## src/rtl/fetch_stage_pkg.sv

```systemverilog
// fetch_stage_pkg: ISA opcode constants, opcode field bounds and fetch FSM states
package fetch_stage_pkg;
    localparam logic [4:0] OPC_R    = 5'b00000;
    localparam logic [4:0] OPC_ADDI = 5'b00101;
    localparam logic [4:0] OPC_SW   = 5'b00111;
    localparam logic [4:0] OPC_LW   = 5'b01000;
    localparam int OPC_HI = 31;
    localparam int OPC_LO = 27;
    typedef enum logic [1:0] {IDLE, FETCH, DRAIN, STALL} fetch_state_t;
    function automatic logic [4:0] opcode_of(input logic [31:0] w);
        return w[OPC_HI:OPC_LO];
    endfunction
endpackage

```

## src/rtl/fetch_stage.sv

```systemverilog
// fetch_stage: PC, single-outstanding imem req/ack fetch and one-entry valid/ready insn buffer
module fetch_stage
    import fetch_stage_pkg::*;
#(
    parameter int ADDR_W = 12,
    parameter logic [ADDR_W-1:0] RESET_PC = '0
) (
    input  logic              clock,
    input  logic              reset_n,
    output logic              imem_req,
    output logic [ADDR_W-1:0] imem_addr,
    input  logic              imem_ack,
    input  logic [31:0]       imem_rdata,
    input  logic              redirect_valid,
    input  logic [ADDR_W-1:0] redirect_pc,
    output logic              insn_valid,
    output logic [31:0]       insn,
    output logic [ADDR_W-1:0] insn_pc,
    output logic [4:0]        insn_opcode,
    input  logic              insn_ready
);
    fetch_state_t state, state_n;
    logic [ADDR_W-1:0] pc, pc_n, held;
    logic valid_n, load;

    always_ff @(posedge clock or negedge reset_n) begin
        if (!reset_n) begin
            state      <= IDLE;
            pc         <= RESET_PC;
            held       <= '0;
            insn_valid <= 1'b0;
            insn       <= '0;
            insn_pc    <= '0;
        end else begin
            state      <= state_n;
            pc         <= pc_n;
            insn_valid <= valid_n;
            if (state == FETCH) held <= pc;
            if (load) begin
                insn    <= imem_rdata;
                insn_pc <= pc;
            end
        end
    end

    // a redirect always wins over a same-cycle ack or transfer
    always_comb begin
        state_n = state;
        pc_n    = pc;
        valid_n = insn_valid;
        load    = 1'b0;
        case (state)
            IDLE: state_n = FETCH;
            FETCH: begin
                if (redirect_valid) begin
                    pc_n    = redirect_pc;
                    state_n = imem_ack ? FETCH : DRAIN;
                end else if (imem_ack) begin
                    load    = 1'b1;
                    valid_n = 1'b1;
                    pc_n    = pc + ADDR_W'(1);
                    state_n = STALL;
                end
            end
            DRAIN: begin
                if (redirect_valid) pc_n = redirect_pc;
                if (imem_ack) state_n = FETCH;
            end
            default: begin
                if (redirect_valid) begin
                    valid_n = 1'b0;
                    pc_n    = redirect_pc;
                    state_n = FETCH;
                end else if (insn_valid && insn_ready) begin
                    valid_n = 1'b0;
                    state_n = FETCH;
                end
            end
        endcase
    end

    assign imem_req    = (state == FETCH) || (state == DRAIN);
    assign imem_addr   = (state == DRAIN) ? held : pc;
    assign insn_opcode = opcode_of(insn);
endmodule

```

## config.mk

```make
export PLATFORM = sky130hd
export DESIGN_NAME = fetch_stage
export DESIGN_NICKNAME = d
export VERILOG_FILES = /design/src/rtl/fetch_stage_pkg.sv /design/src/rtl/fetch_stage.sv
export SDC_FILE = /design/constraint.sdc
export NUM_CORES = 1
export LEC_CHECK = 0
export ABC_AREA = 1
export BUFFER_PORTS_ARGS = -buffer_cell sky130_fd_sc_hd__buf_2
export CAP_MARGIN = 20
export CORE_ASPECT_RATIO = 1.4
export CORE_MARGIN = 5
export CORE_UTILIZATION = 50
export CTS_CLUSTER_DIAMETER = 60
export DETAILED_ROUTE_END_ITERATION = 7
export PLACE_DENSITY = 0.82
export SLEW_MARGIN = 30
export SYNTH_ARGS = -nofsm -noshare
export SYNTH_HDL_FRONTEND = slang
export SYNTH_SLANG_ARGS = --single-unit
```

## constraint.sdc

```tcl
create_clock -name clock -period 1.8 [get_ports clock]
set_clock_uncertainty 0.05 [all_clocks]
set_input_delay 0.36 -clock clock [delete_from_list [all_inputs] [get_ports clock]]
set_output_delay 0.36 -clock clock [all_outputs]
set_load 0.05 [all_outputs]
```

======== Yosys cells after proc, flatten, opt, wreduce, memory -nomap -nowiden ========
Cells that the tools add are included.
word-level totals
  register bits ........................... 71
operators by class
  $add $sub $neg .......................... 1
  mux-type cells .......................... 20
  equality and inequality tests ........... 6
  bitwise logic cells ..................... 2
  reductions and logical operators ........ 11
operator list
  kind                                                 number
  2-to-1 mux 12 bit                                    4
  case mux 12 bit (2 select lines)                     1
  adder 12 x 1 -> 12 bit, second input constant        1
  2-to-1 mux 2 bit                                     6
  2-to-1 mux 1 bit                                     7
  inequality test 2 bit, second input constant         3
  case mux 2 bit (3 select lines)                      1
  AND reduction 3 bit                                  2
  nonzero test 5 bit                                   1
  AND reduction 4 bit                                  1
  nonzero test 2 bit                                   2
  inequality test 3 bit, second input constant         1
  nonzero test 3 bit                                   1
  equality test 2 x 1 -> 1 bit, second input constant  1
  equality test 2 bit, second input constant           1
  zero test 2 bit                                      1
  NOT 1 bit                                            2
  case mux 1 bit (2 select lines)                      1
  OR reduction 2 bit                                   1
  logical AND 1 bit                                    1
  logical OR 1 bit                                     1

======== Longest topological paths before layout ========
  depth after elaboration ................. 4
  gate-level depth with buffers ........... 9

======== Least setup slack after synthesis ========
OpenSTA, ideal clock, no wires.
  path kind ............................... flip-flop to output port
  start ................................... reg state[0]
  end ..................................... out imem_addr[10]
  arrival time ............................ 2.089 ns
  buffers on the path ..................... 2
  data required time ...................... 1.390 ns
  slack ................................... -0.699 ns
  stages on the path, launching flop included .. 6
  path through ............................ dfrtp_1 inv_1 ha_1 clkbuf_1 clkbuf_1 o21ai_0
on the way
  word-level cells in the longest chain between the ends .. 2
RTL lines
  what                    RTL line           text
  from (decl)             fetch_stage.sv:22  fetch_state_t state, state_n;
  from (signal assigned)  fetch_stage.sv:35  state <= state_n;
  equality test 2 bit     fetch_stage.sv:83  assign imem_addr = (state == DRAIN) ? held : pc;
  2-to-1 mux 12 bit       fetch_stage.sv:83
  to (decl)               fetch_stage.sv:11  output logic [ADDR_W-1:0] imem_addr,
Every way passes these cells.

======== Worst setup path after layout ========
  start ................................... reg state[1]
  end ..................................... out imem_addr[10]
Same word-level chain as after synthesis.

==> results.cfg <==
[finish]
register_area_um2 = 1780
diodes = 0
final_area_um2 = 4410
areaGrowthSynthToFinish_pct = 34.3
multi_input_area_um2 = 1410
n_fill_cell = 547
num-nets-final = 573
drive_gt1_share_pct = 32.0

[yosys]
synthAdderAreaFrac_pct = 1.52
synth-compound-area-share_pct = 9.22
syn_nets = 460
synth_simple_gate_area_share_pct = 27.1
synth_most_common_cell = nand2_1
yosys.cell_types.count = 27
syn_inst = 407
synth_common_cells = nand2_1, dfrtp_1, o21ai_0
muxShareOfSynthArea_pct = 0
synth.avg_cell_area_um2 = 8.07
synth_area_leaders = dfrtp_1, nand2_1, o21ai_0, nor2_1, inv_1
yosysWarnings = 0
synthXorXnorAreaFrac_pct = 0.800
synth_top_family_by_area = simple AND/OR/NAND/NOR gates
ys_seq_area_share_pct = 54.1
synth_edf_count = 0
yosysTopAreaCell = dfrtp_1
syn-cell-area_um2 = 3280
synth_top_area_share_pct = 54.1
yosys_register_bits = 71
async_flop_share_pct = 100
ys.flop_type = dfrtp_1

[placed_design]
io_buffers = 111
dp_hpwl_mm = 5.95
placed_cell_area_um2 = 4000
gp_congestion = 0.854

[routing]
drtAntennaViolNets = 0
wl_per_cell_um = 14.4
totalWireLength_mm = 8.60
drtPass1Iterations = 4
drt_iter0_drc = 172
vias = 3031
via_per_inst = 5.06
drcViolationCount = 0

[run_status]
violations = negative setup slack
status = finished, violations left

[sta]
timing.setup.tns_ns = -1.42
period_needed_ns = 1.93
worst_slew_pin_slew_ns = 0.373
fmax_mhz = 517
setup_viol = 12
hold_viol = 0
rsz0062_at_grt = true
drv_slew = 0
fin_crit_sh_pct = 107
layout_setup_ws_ns = -0.134
max_slew_margin_pct = 75.0

[clock_network]
cts_root_buf = clkbuf_8
clock_latency_ns = 0.34
clk_pin_slew_ns = 0.08
clkSinkCount = 71
numCtsBuffers = 9
cts_max_path_buffers = 2
cts_tree = built
ctsHtreeMaxLevel = 3

[floorplan]
die_area_um2 = 8310
initial_core_util_pct = 50.7
die_y_um = 106
num_rows = 35
io_pins = 112
core-area_um2 = 6480
die_x_um = 78.5

[global_route]
grt_pass1_vias = 3182
globalRoute.totalOverflow = 0
grt_max_degree = 72
grt_pass1_wl_mm = 14.4
antenna_found_initial = 0
grt_usage_pct = 22.0

[worst_setup_path]
cp-end-kind = output port
critical_path_required_ns = 1.39
cp_max_fo = 12
start_kind = register
arrival_ns = 1.52
critPathKind = reg -> out

[job]
maxCapViolCount = 0

[worst_hold_path]
min_path_type = in -> reg
metal layers:
layer	up-vias	share of wire (%)	routed length, µm	track usage [%]
met4	0	1.3	115	8.88
met1	1423	40	3450	24.5
li1	1496	-	-	-
met3	15	4.7	403	3.93
met2	97	54	4640	40.6
met5	-	0	0	0
state kept, by name (all words and copies together) (netlist names):
register	cells
held	12
insn	32
insn_pc	12
insn_valid	1
pc	12
state	2
metrics by stage:
step | worst slack, ns | util [%] | instances | hold slack, ns
2_1_floorplan | 0.00565 | - | 407 | 0.0144
3_3_place_gp | 0.0635 | 61.6 | 580 | 0.359
3_5_place_dp | 0.0155 | 61.6 | 580 | 0.364
4_1_cts | -0.140 | 67.3 | 599 | 0.149
5_1_grt | -0.180 | 68.0 | 599 | 0.149
6_report | -0.134 | 68.0 | 599 | 0.158
critical path: stages (launching register included):
cell and delay, ns:
dfrtp_1 0.44, ha_4 0.22, buf_16 0.18, o21ai_4 0.18
buf_8 0.16
what timing repair did:
| action | in CTS | in global routing |
|---|---|---|
| resized for setup | 30 | 11 |
| endpoints found under the setup margin | 13 | 49 |
| buffers inserted | 1 | 0 |
| hold buffers | 1 | 0 |
| gates cloned | 1 | 0 |
| endpoints found under the hold margin | 50 | 0 |
| pin swaps | 0 | 1 |
area by class of cell:
cell class	instances	area share (%)
tap	74	2.10
timing repair buffer	125	18.4
inverter	24	2.04
clock inverter	6	2.10
multi-input combinational	289	31.9
sequential	71	40.3
clock buffer	10	3.12
cell usage in the layout, fill, tap and decap left out, types with 2 or more instances in the layout:
cell	instances
a21oi_1	4
buf_12	2
buf_2	98
buf_4	8
buf_6	11
buf_8	4
bufinv_16	2
clkbuf_8	10
clkinvlp_4	2
dfrtp_1	71
ha_1	3
inv_1	18
inv_2	6
nand2_1	182
nand2_2	4
nand3_1	11
nand4_1	3
nor2_1	21
nor2_4	2
o211ai_1	2
o21ai_0	33
o21ai_2	3
o21ai_4	10
xor2_1	2
cell families after synthesis:
| logic type | count (synthesis) |
|---|---|
| AO/OA/AOI/OAI | 57 |
| XOR/XNOR | 3 |
| adder cells (fa/ha/maj) | 4 |
| buffers and inverters | 47 |
| flip-flops | 71 |
| AND/OR/NAND/NOR | 225 |
final timing paths:
path / from / endpoint / slack [ns] / cells after the start
worst min register to register: insn[25] / insn[25] / 0.42 / 2
worst min-delay path: imem_rdata[3] / insn[3] / 0.16 / 3
min in group asynchronous: reset_n / pc[9] / 0.50 / 3
max in group asynchronous: reset_n / held[2] / 0.88 / 3
worst max-delay path: state[1] / imem_addr[10] / -0.13 / 4
worst max register to register: state[1] / insn_pc[7] / 0.09 / 7
Power is left out: the tool's default activity adds up to more than one toggle a clock period on the data nets, which glitch-free logic cannot reach.
